--- src/rtl/reg_pipe_pkg.sv ---
// -----------------------------------------------------------------------------
// reg_pipe_pkg
//   Shared definitions for the reg_pipeline retiming chain.
//   - occ_width(depth): bit width needed to count 0..depth valid stages.
//   - PAR_W: number of parity bits carried per stage (1 when REG_PIPE_PARITY_EN
//     is defined, 0 otherwise).
//   - stage_ctl_t: per-stage control record (valid, plus parity when enabled).
//     The data word is kept beside the record because its width is a
//     per-instance parameter.
// Optional feature macro: REG_PIPE_PARITY_EN
// -----------------------------------------------------------------------------
package reg_pipe_pkg;

`ifdef REG_PIPE_PARITY_EN
  localparam int PAR_W = 1;

  typedef struct packed {
    logic valid;
    logic par;
  } stage_ctl_t;
`else
  localparam int PAR_W = 0;

  typedef struct packed {
    logic valid;
  } stage_ctl_t;
`endif

  // Width of an occupancy counter able to represent 0..depth inclusive.
  function automatic int occ_width(input int depth);
    int w;
    w = 1;
    if (depth > 1) begin
      w = $clog2(depth + 1);
    end else begin
      w = 1;
    end
    return w;
  endfunction

endpackage : reg_pipe_pkg

--- src/rtl/reg_pipeline_pipe_stage.sv ---
// -----------------------------------------------------------------------------
// pipe_stage
//   One register stage of reg_pipeline: a valid bit, a WIDTH-bit data word and
//   (with REG_PIPE_PARITY_EN) a stored even-parity bit.
// Ports
//   clk, rst_n   rising-edge clock, async active-low reset (clears everything)
//   clear        sync clear of the valid bit; data/parity are left untouched
//   load         capture d_data (and d_par) and mark the stage valid
//   drain        contents move on this cycle; valid drops unless reloaded
//   d_data       incoming data word
//   d_par        incoming parity bit (REG_PIPE_PARITY_EN only)
//   valid_o      stage holds a beat
//   data_o       stored data word
//   par_o        stored parity bit (REG_PIPE_PARITY_EN only)
// Optional feature macro: REG_PIPE_PARITY_EN
// -----------------------------------------------------------------------------
module pipe_stage
  import reg_pipe_pkg::*;
#(
  parameter int WIDTH = 32
) (
  input  logic             clk,
  input  logic             rst_n,
  input  logic             clear,
  input  logic             load,
  input  logic             drain,
  input  logic [WIDTH-1:0] d_data,
`ifdef REG_PIPE_PARITY_EN
  input  logic             d_par,
  output logic             par_o,
`endif
  output logic             valid_o,
  output logic [WIDTH-1:0] data_o
);

  stage_ctl_t       ctl_q, ctl_d;
  logic [WIDTH-1:0] data_q, data_d;

  // Next-state: clear beats load beats drain; a simultaneous load and drain
  // keeps the stage full with the new beat.
  always_comb begin
    ctl_d  = ctl_q;
    data_d = data_q;
    if (clear) begin
      ctl_d.valid = 1'b0;
    end else if (load) begin
      ctl_d.valid = 1'b1;
      data_d      = d_data;
`ifdef REG_PIPE_PARITY_EN
      ctl_d.par   = d_par;
`endif
    end else if (drain) begin
      ctl_d.valid = 1'b0;
    end else begin
      ctl_d  = ctl_q;
      data_d = data_q;
    end
  end

  // Stage state flops.
  always_ff @(posedge clk or negedge rst_n) begin
    if (!rst_n) begin
      ctl_q  <= '0;
      data_q <= '0;
    end else begin
      ctl_q  <= ctl_d;
      data_q <= data_d;
    end
  end

  assign valid_o = ctl_q.valid;
  assign data_o  = data_q;
`ifdef REG_PIPE_PARITY_EN
  assign par_o   = ctl_q.par;
`endif

endmodule : pipe_stage

--- src/rtl/reg_pipeline.sv ---
// -----------------------------------------------------------------------------
// reg_pipeline
//   Chain of DEPTH load-enabled registers with per-stage valid bits and a
//   valid/ready handshake at both ends. Bubbles collapse: a stage accepts new
//   data whenever it is empty or its current beat moves on in the same cycle.
//   The ready path is purely combinational through the chain (no skid buffer).
// Parameters
//   WIDTH  data bits per stage (>=1)
//   DEPTH  number of stages (>=1)
// Ports
//   clk, rst_n      rising-edge clock, async active-low reset
//   flush           sync clear of all valid bits (data regs keep their value)
//   in_valid/in_ready/in_data     upstream handshake
//   out_valid/out_ready/out_data  downstream handshake (last stage)
//   occupancy       number of valid stages (from the valid flops only)
//   out_parity_err  REG_PIPE_PARITY_EN only: last-stage parity mismatch
// Optional feature macro: REG_PIPE_PARITY_EN
// -----------------------------------------------------------------------------
module reg_pipeline
  import reg_pipe_pkg::*;
#(
  parameter  int WIDTH = 32,
  parameter  int DEPTH = 2,
  localparam int OCC_W = occ_width(DEPTH)
) (
  input  logic             clk,
  input  logic             rst_n,
  input  logic             flush,
  input  logic             in_valid,
  output logic             in_ready,
  input  logic [WIDTH-1:0] in_data,
  output logic             out_valid,
  input  logic             out_ready,
  output logic [WIDTH-1:0] out_data,
  output logic [OCC_W-1:0] occupancy
`ifdef REG_PIPE_PARITY_EN
  ,
  output logic             out_parity_err
`endif
);

  if (DEPTH < 1) begin : g_bad_depth
    $error("reg_pipeline: DEPTH must be at least 1");
  end

  logic [DEPTH-1:0] valid_s;
  logic [DEPTH-1:0] ready_s;
  logic [DEPTH-1:0] advance_s;
  logic [DEPTH-1:0] load_s;
  logic [WIDTH-1:0] data_s [DEPTH];
`ifdef REG_PIPE_PARITY_EN
  logic [DEPTH-1:0] par_s;
`endif
  logic [OCC_W-1:0] occ_s;
  logic             all_v_s;

  // Ready chain. ready[k] = !valid[k] || ready[k+1], with out_ready past the
  // last stage, unrolls to "some stage k..DEPTH-1 is empty, or out_ready".
  // Computing it that way avoids a self-referencing vector in the loop.
  // A valid stage advances exactly when its own ready is high.
  always_comb begin
    ready_s   = '0;
    advance_s = '0;
    all_v_s   = 1'b1;
    for (int k = 0; k < DEPTH; k++) begin
      all_v_s = 1'b1;
      for (int j = 0; j < DEPTH; j++) begin
        if (j >= k) begin
          all_v_s = all_v_s & valid_s[j];
        end else begin
          all_v_s = all_v_s;
        end
      end
      ready_s[k]   = !all_v_s || out_ready;
      advance_s[k] = valid_s[k] && ready_s[k];
    end
  end

  assign in_ready = ready_s[0] && !flush;

  // Stage instances and their load enables.
  for (genvar k = 0; k < DEPTH; k++) begin : g_stage
    if (k == 0) begin : g_first
      assign load_s[k] = in_valid && in_ready;
    end else begin : g_rest
      assign load_s[k] = advance_s[k-1];
    end

    pipe_stage #(
      .WIDTH (WIDTH)
    ) u_stage (
      .clk     (clk),
      .rst_n   (rst_n),
      .clear   (flush),
      .load    (load_s[k]),
      .drain   (advance_s[k]),
      .d_data  ((k == 0) ? in_data : data_s[(k == 0) ? 0 : k-1]),
`ifdef REG_PIPE_PARITY_EN
      .d_par   ((k == 0) ? (^in_data) : par_s[(k == 0) ? 0 : k-1]),
      .par_o   (par_s[k]),
`endif
      .valid_o (valid_s[k]),
      .data_o  (data_s[k])
    );
  end

  // Occupancy is a popcount of the valid flops.
  always_comb begin
    occ_s = '0;
    for (int k = 0; k < DEPTH; k++) begin
      occ_s = occ_s + OCC_W'(valid_s[k]);
    end
  end

  assign occupancy = occ_s;
  assign out_valid = valid_s[DEPTH-1];
  assign out_data  = data_s[DEPTH-1];

`ifdef REG_PIPE_PARITY_EN
  // Even parity: the stored bit equals the XOR of the data captured at stage 0.
  assign out_parity_err = out_valid && ((^out_data) != par_s[DEPTH-1]);
`endif

endmodule : reg_pipeline
--- config.mk ---
export PLATFORM = sky130hd
export DESIGN_NAME = reg_pipeline
export DESIGN_NICKNAME = d
export VERILOG_FILES = /design/src/rtl/reg_pipe_pkg.sv /design/src/rtl/reg_pipeline_pipe_stage.sv /design/src/rtl/reg_pipeline.sv
export SDC_FILE = /design/constraint.sdc
export NUM_CORES = 1
export LEC_CHECK = 0
export CORE_ASPECT_RATIO = 0.7
export CORE_MARGIN = 2
export CORE_UTILIZATION = 45
export CTS_BUF_LIST = sky130_fd_sc_hd__clkbuf_8
export CTS_CLUSTER_SIZE = 12
export DETAILED_ROUTE_END_ITERATION = 8
export PLACE_DENSITY = 0.77
export SLEW_MARGIN = 20
export SYNTH_ARGS = -nofsm -noshare
export SYNTH_HDL_FRONTEND = slang
export SYNTH_HIERARCHICAL = 1
export SYNTH_SLANG_ARGS = --single-unit
--- constraint.sdc ---
create_clock -name clk -period 1.9 [get_ports clk]
set_clock_uncertainty 0.05 [all_clocks]
set_input_delay 0.38 -clock clk [delete_from_list [all_inputs] [get_ports clk]]
set_output_delay 0.38 -clock clk [all_outputs]
set_load 0.005 [all_outputs]
# Word level (Yosys, flattened, before mapping)
# Cells that the tools add are included.
# classes
reduce_logical	13
n_bitwise	2
mux	6
n_addsub	1
# op_table
cell	count
two-way mux 1 bit	6
nonzero test 3 bit	2
logical AND 1 bit	4
AND reduction 2 bit	2
logical NOT 1 bit	3
adder 1 x 1 -> 2 bit	1
logical OR 1 bit	2
AND 1 bit	1
NOT 1 bit	1
# totals
in_bits	37
ff_bits	66
output_inout_bits	36
elab_cells	26

# Longest topological paths before layout
# depth
ltp_word	7
ltp_mapped	7
ltp_nobuf	5

# By module
# Netlist, hierarchy kept.
# modules_own_cells
mod	area_each_um2	n_inst	seq_area_each_um2	cells_each
pipe_stage	1398.8	2	825.8	73
reg_pipeline	55.1	1	0.0	6

# Worst setup path after synthesis
# OpenSTA, ideal clock, no wires.
# synth_timing
path_kind	register -> register
start	reg g_stage[1].u_stage.ctl_q
end	reg g_stage[0].u_stage.data_q[0]
setup_time_ns	0.125
arrival_time_ns	1.635
synth_period_minus_slack_ns	1.810
path_buffers	2
required_time_ns	1.725
slack_ns	0.090
path_stages_with_launch	8
path_cell_list	dfrtp_1 > ha_1 > nor2b_4 > nor3b_2 > nor2b_4 > buf_6 > buf_12 > mux2_4
# synth_between
elab_chain_cells	6
# synth_lines
item	line	source
from (decl)	reg_pipeline_pipe_stage.sv:36	stage_ctl_t ctl_q, ctl_d;
from (signal assigned)	reg_pipeline_pipe_stage.sv:66	ctl_q <= ctl_d;
AND 1 bit	reg_pipeline.sv:69	all_v_s = all_v_s & valid_s[j];
logical NOT 1 bit	reg_pipeline.sv:74	ready_s[k] = !all_v_s || out_ready;
logical OR 1 bit	reg_pipeline.sv:74	
logical AND 1 bit	reg_pipeline.sv:79	assign in_ready = ready_s[0] && !flush;
logical AND 1 bit	reg_pipeline.sv:84	assign load_s[k] = in_valid && in_ready;
named net load_s[0]	reg_pipeline.sv:49	logic [DEPTH-1:0] load_s;
AND reduction 2 bit (no line)	n/a	
to (signal assigned)	reg_pipeline_pipe_stage.sv:67	data_q <= data_d;
to (decl)	reg_pipeline_pipe_stage.sv:37	logic [WIDTH-1:0] data_q, data_d;
# The timed path passes the listed nets, and every way through them passes these cells.
# A chain may end at the register's enable or synchronous reset.

# Worst setup path in the final report
# layout_timing
start	reg g_stage[0].u_stage.ctl_q
end	reg g_stage[0].u_stage.data_q[19]
# layout_between
elab_chain_cells	6
# layout_lines
item	line
from (decl)	reg_pipeline_pipe_stage.sv:36
from (signal assigned)	reg_pipeline_pipe_stage.sv:66
AND 1 bit	reg_pipeline.sv:69
logical NOT 1 bit	reg_pipeline.sv:74
logical OR 1 bit	reg_pipeline.sv:74
logical AND 1 bit	reg_pipeline.sv:79
logical AND 1 bit	reg_pipeline.sv:84
named net load_s[0]	reg_pipeline.sv:49
AND reduction 2 bit (no line)	n/a
# The timed path passes the listed nets, and every way through them passes these cells.

==> results.md <==
- Vias in the first global route: 1,610
- Seq cells post-synth: 66
- Tightest Hold Check Type: reg -> reg
- Maxcap violations: 0
- Clock Latency Late Sink: 0.34 ns
- Final hold viol count: 0
- Total track usage: 16.2%
- Fill cell count: 461
- Pin count of the biggest net entering global routing: 67
- Vias per inst: 4.71
- CTS Buffer Depth: 2
- First-pass GRT wire length: 8560 µm
- Vias: 1,539
- Top Metal Used: met4
- Pwr Total: 4.69 mW
- WL met3: 271 µm
- Setup-failing EPs final: 0
- Synth warnings: 6
- P per Cell Area: 1180 nW/µm²
- Number of I/O port buffers: 72
- Layout cells sized above 1: 41.0%
- Slew @ Worst Pin: 0.352 ns
- Top-area cell type share of the netlist area: 57.9%
- Count leader, synth: dfrtp_1
- Chip Height: 70.6 µm
- Multi-input gate area: 1050 µm²
- 1st-pass router iterations: 4
- CP Launch Type: flop
- CTS Buf Count: 9
- Fin. max-slew vios: 0
- Register Area: 1650 µm²
- DP HPWL: 3500 µm
- Final antenna-violating net count: 0
- Antenna violations before repair: 0
- Remaining global-route overflow: 0
- Commonest cells in the netlist: dfrtp_1 (66), mux2_4 (60), buf_12 (6)
- RSZ-0062 raised after global routing: yes
- Fin util: 64.2%
- Diode count: 0
- Placed cells: 303
- Row count: 24
- Drt wl/cell: 16.7 µm
- Outcome: complete, no violations
- Main flop type after synthesis: dfrtp_1
- Finished Layout Cells: 327
- CTS tree: yes
- Tcrit/Tclk final: 98.1%
- Hold slack final: 0.452 ns
- Root buffer cell: clkbuf_8
- Tmin final: 1.86 ns
- CP Class: reg -> reg
- Static Leakage: 1.81 nW
- Nets: 282
- Area after DPL: 3640 µm²
- Area grow syn2layout: 39.3%
- Met1 Wirelength: 2800 µm
- Number of synthesized flops with an enable pin: 0
- Synth Instances: 152
- Pre-CTS setup slack: -0.199 ns
- Sequential area share after synthesis: 57.9%
- RePlAce Congestion: 0.713
- Synthesized cell area: 2850 µm²
- Fmax: 537 MHz
- Netlist cell types: 14
- Die area: 7000 µm²
- Slew HR: 76.5%
- CTS Sinks: 66
- Critical path capture point type: flop
- Ranking of synthesized cells by area: dfrtp_1 (58%), mux2_4 (32%), buf_12 (4.2%)
- Detailed Route WL: 5480 µm
- Syn Area/Cell: 18.8 µm²
- Initial core utilization: 46.1%
- CP arrival: 2.04 ns
- Mapped Nets: 190
- Final TNS setup: 0 ns
- Area of the core: 6190 µm²
- DRC viols: 0
- Critical path required time: 2.07 ns
- Post-synth top area cell: dfrtp_1
- Worst vdd ir: 0.552 mV
- H-tree levels: 3
- Top Ports: 73
- Final design instance area without fill: 3970 µm²
- Worst-path clk slew: 0.08 ns
- PnR worst setup slack: 0.0365 ns
- Met2 wire len: 2320 µm
- Critical-path maximum fanout: 20
- Ys async rst share: 100%
- Die width: 99.2 µm
- Iter 0 DRT Violations: 56
[critical path, cell delays in order, from the launching register on]
cell and delay (ns):
dfrtp_1 0.41, ha_2 0.19, nor2b_4 0.13, nor3b_2 0.18, nor2b_4 0.23, buf_12 0.21
mux2_4 0.32
[cells in the final DEF (no fill, tap or decap)]
cell type,n
ha_2,1
clkbuf_8,9
bufinv_16,2
buf_2,1
dlygate4sd2_1,2
buf_12,4
dfrtp_1,66
buf_6,1
nor3b_2,1
clkinv_4,1
clkinvlp_4,2
mux2_2,4
clkinv_2,2
buf_4,8
nor2_1,1
clkdlybuf4s50_1,67
nor2b_4,3
mux2_4,60
buf_8,1
nand2b_1,2
dlymetal6s2s_1,2
clkbuf_16,2
nor2b_1,1
a21oi_1,2
and2_1,1
dlygate4sd3_1,1
inv_1,2
[kinds of logic after synthesis]
family,count (synthesis),synth area share (%)
buffers and inverters,10,5.26
AND/OR/NAND/NOR,9,2.89
multiplexers,64,33.2
AO/OA/AOI/OAI,2,0.351
adder cells (fa/ha/maj),1,0.439
flip-flops,66,57.9
[flip-flops by register name, indices dropped and copies added (netlist names)]
name and cells:
g_stage.u_stage/data_o 64, g_stage.u_stage/valid_o 2
[worst paths after layout]
kind | slack, ns | startpoint | depth (start not counted) | end
setup / recovery | 0.04 | g_stage[0].u_stage/valid_o | 6 | g_stage[0].u_stage/data_o[19]
setup reg to reg | 0.04 | g_stage[0].u_stage/valid_o | 6 | g_stage[0].u_stage/data_o[19]
max in group asynchronous | 0.98 | rst_n | 3 | g_stage[0].u_stage/data_o[31]
hold reg to reg | 0.45 | g_stage[0].u_stage/data_o[20] | 1 | g_stage[1].u_stage/data_o[20]
min in group asynchronous | 0.52 | rst_n | 3 | g_stage[0].u_stage/data_o[11]
hold / removal | 0.45 | g_stage[0].u_stage/data_o[20] | 1 | g_stage[1].u_stage/data_o[20]
[area by class of cell]
cell class,count,area share [%]
flip-flops and latches,66,41.6
multi-input cells,76,26.5
repair buffers,89,23.8
clock buffers,9,3.12
well taps,78,2.46
clock inverters,7,2.36
inverters,2,0.189
[metal layers]
layer  vias up  track usage (%)
met4         0             6.85
met1       769             24.8
li1        714                -
met2        49             21.1
met5         -                0
met3         7             5.24
[what timing repair did]
item / 4_1_cts / 5_1_grt
cloned: 0 / 3
hold endpoints to repair: 1 / 0
resized for setup: 3 / 4
setup buffers: 1 / 3
hold buffers: 1 / 0
setup endpoints to repair: 6 / 33
[where the power goes]
group / switching, mW / internal (mW)
clock network: 0.546 / 0.735
logic: 0.323 / 1.04
registers: 0.241 / 1.80
Power figures use the tool's default switching activity.
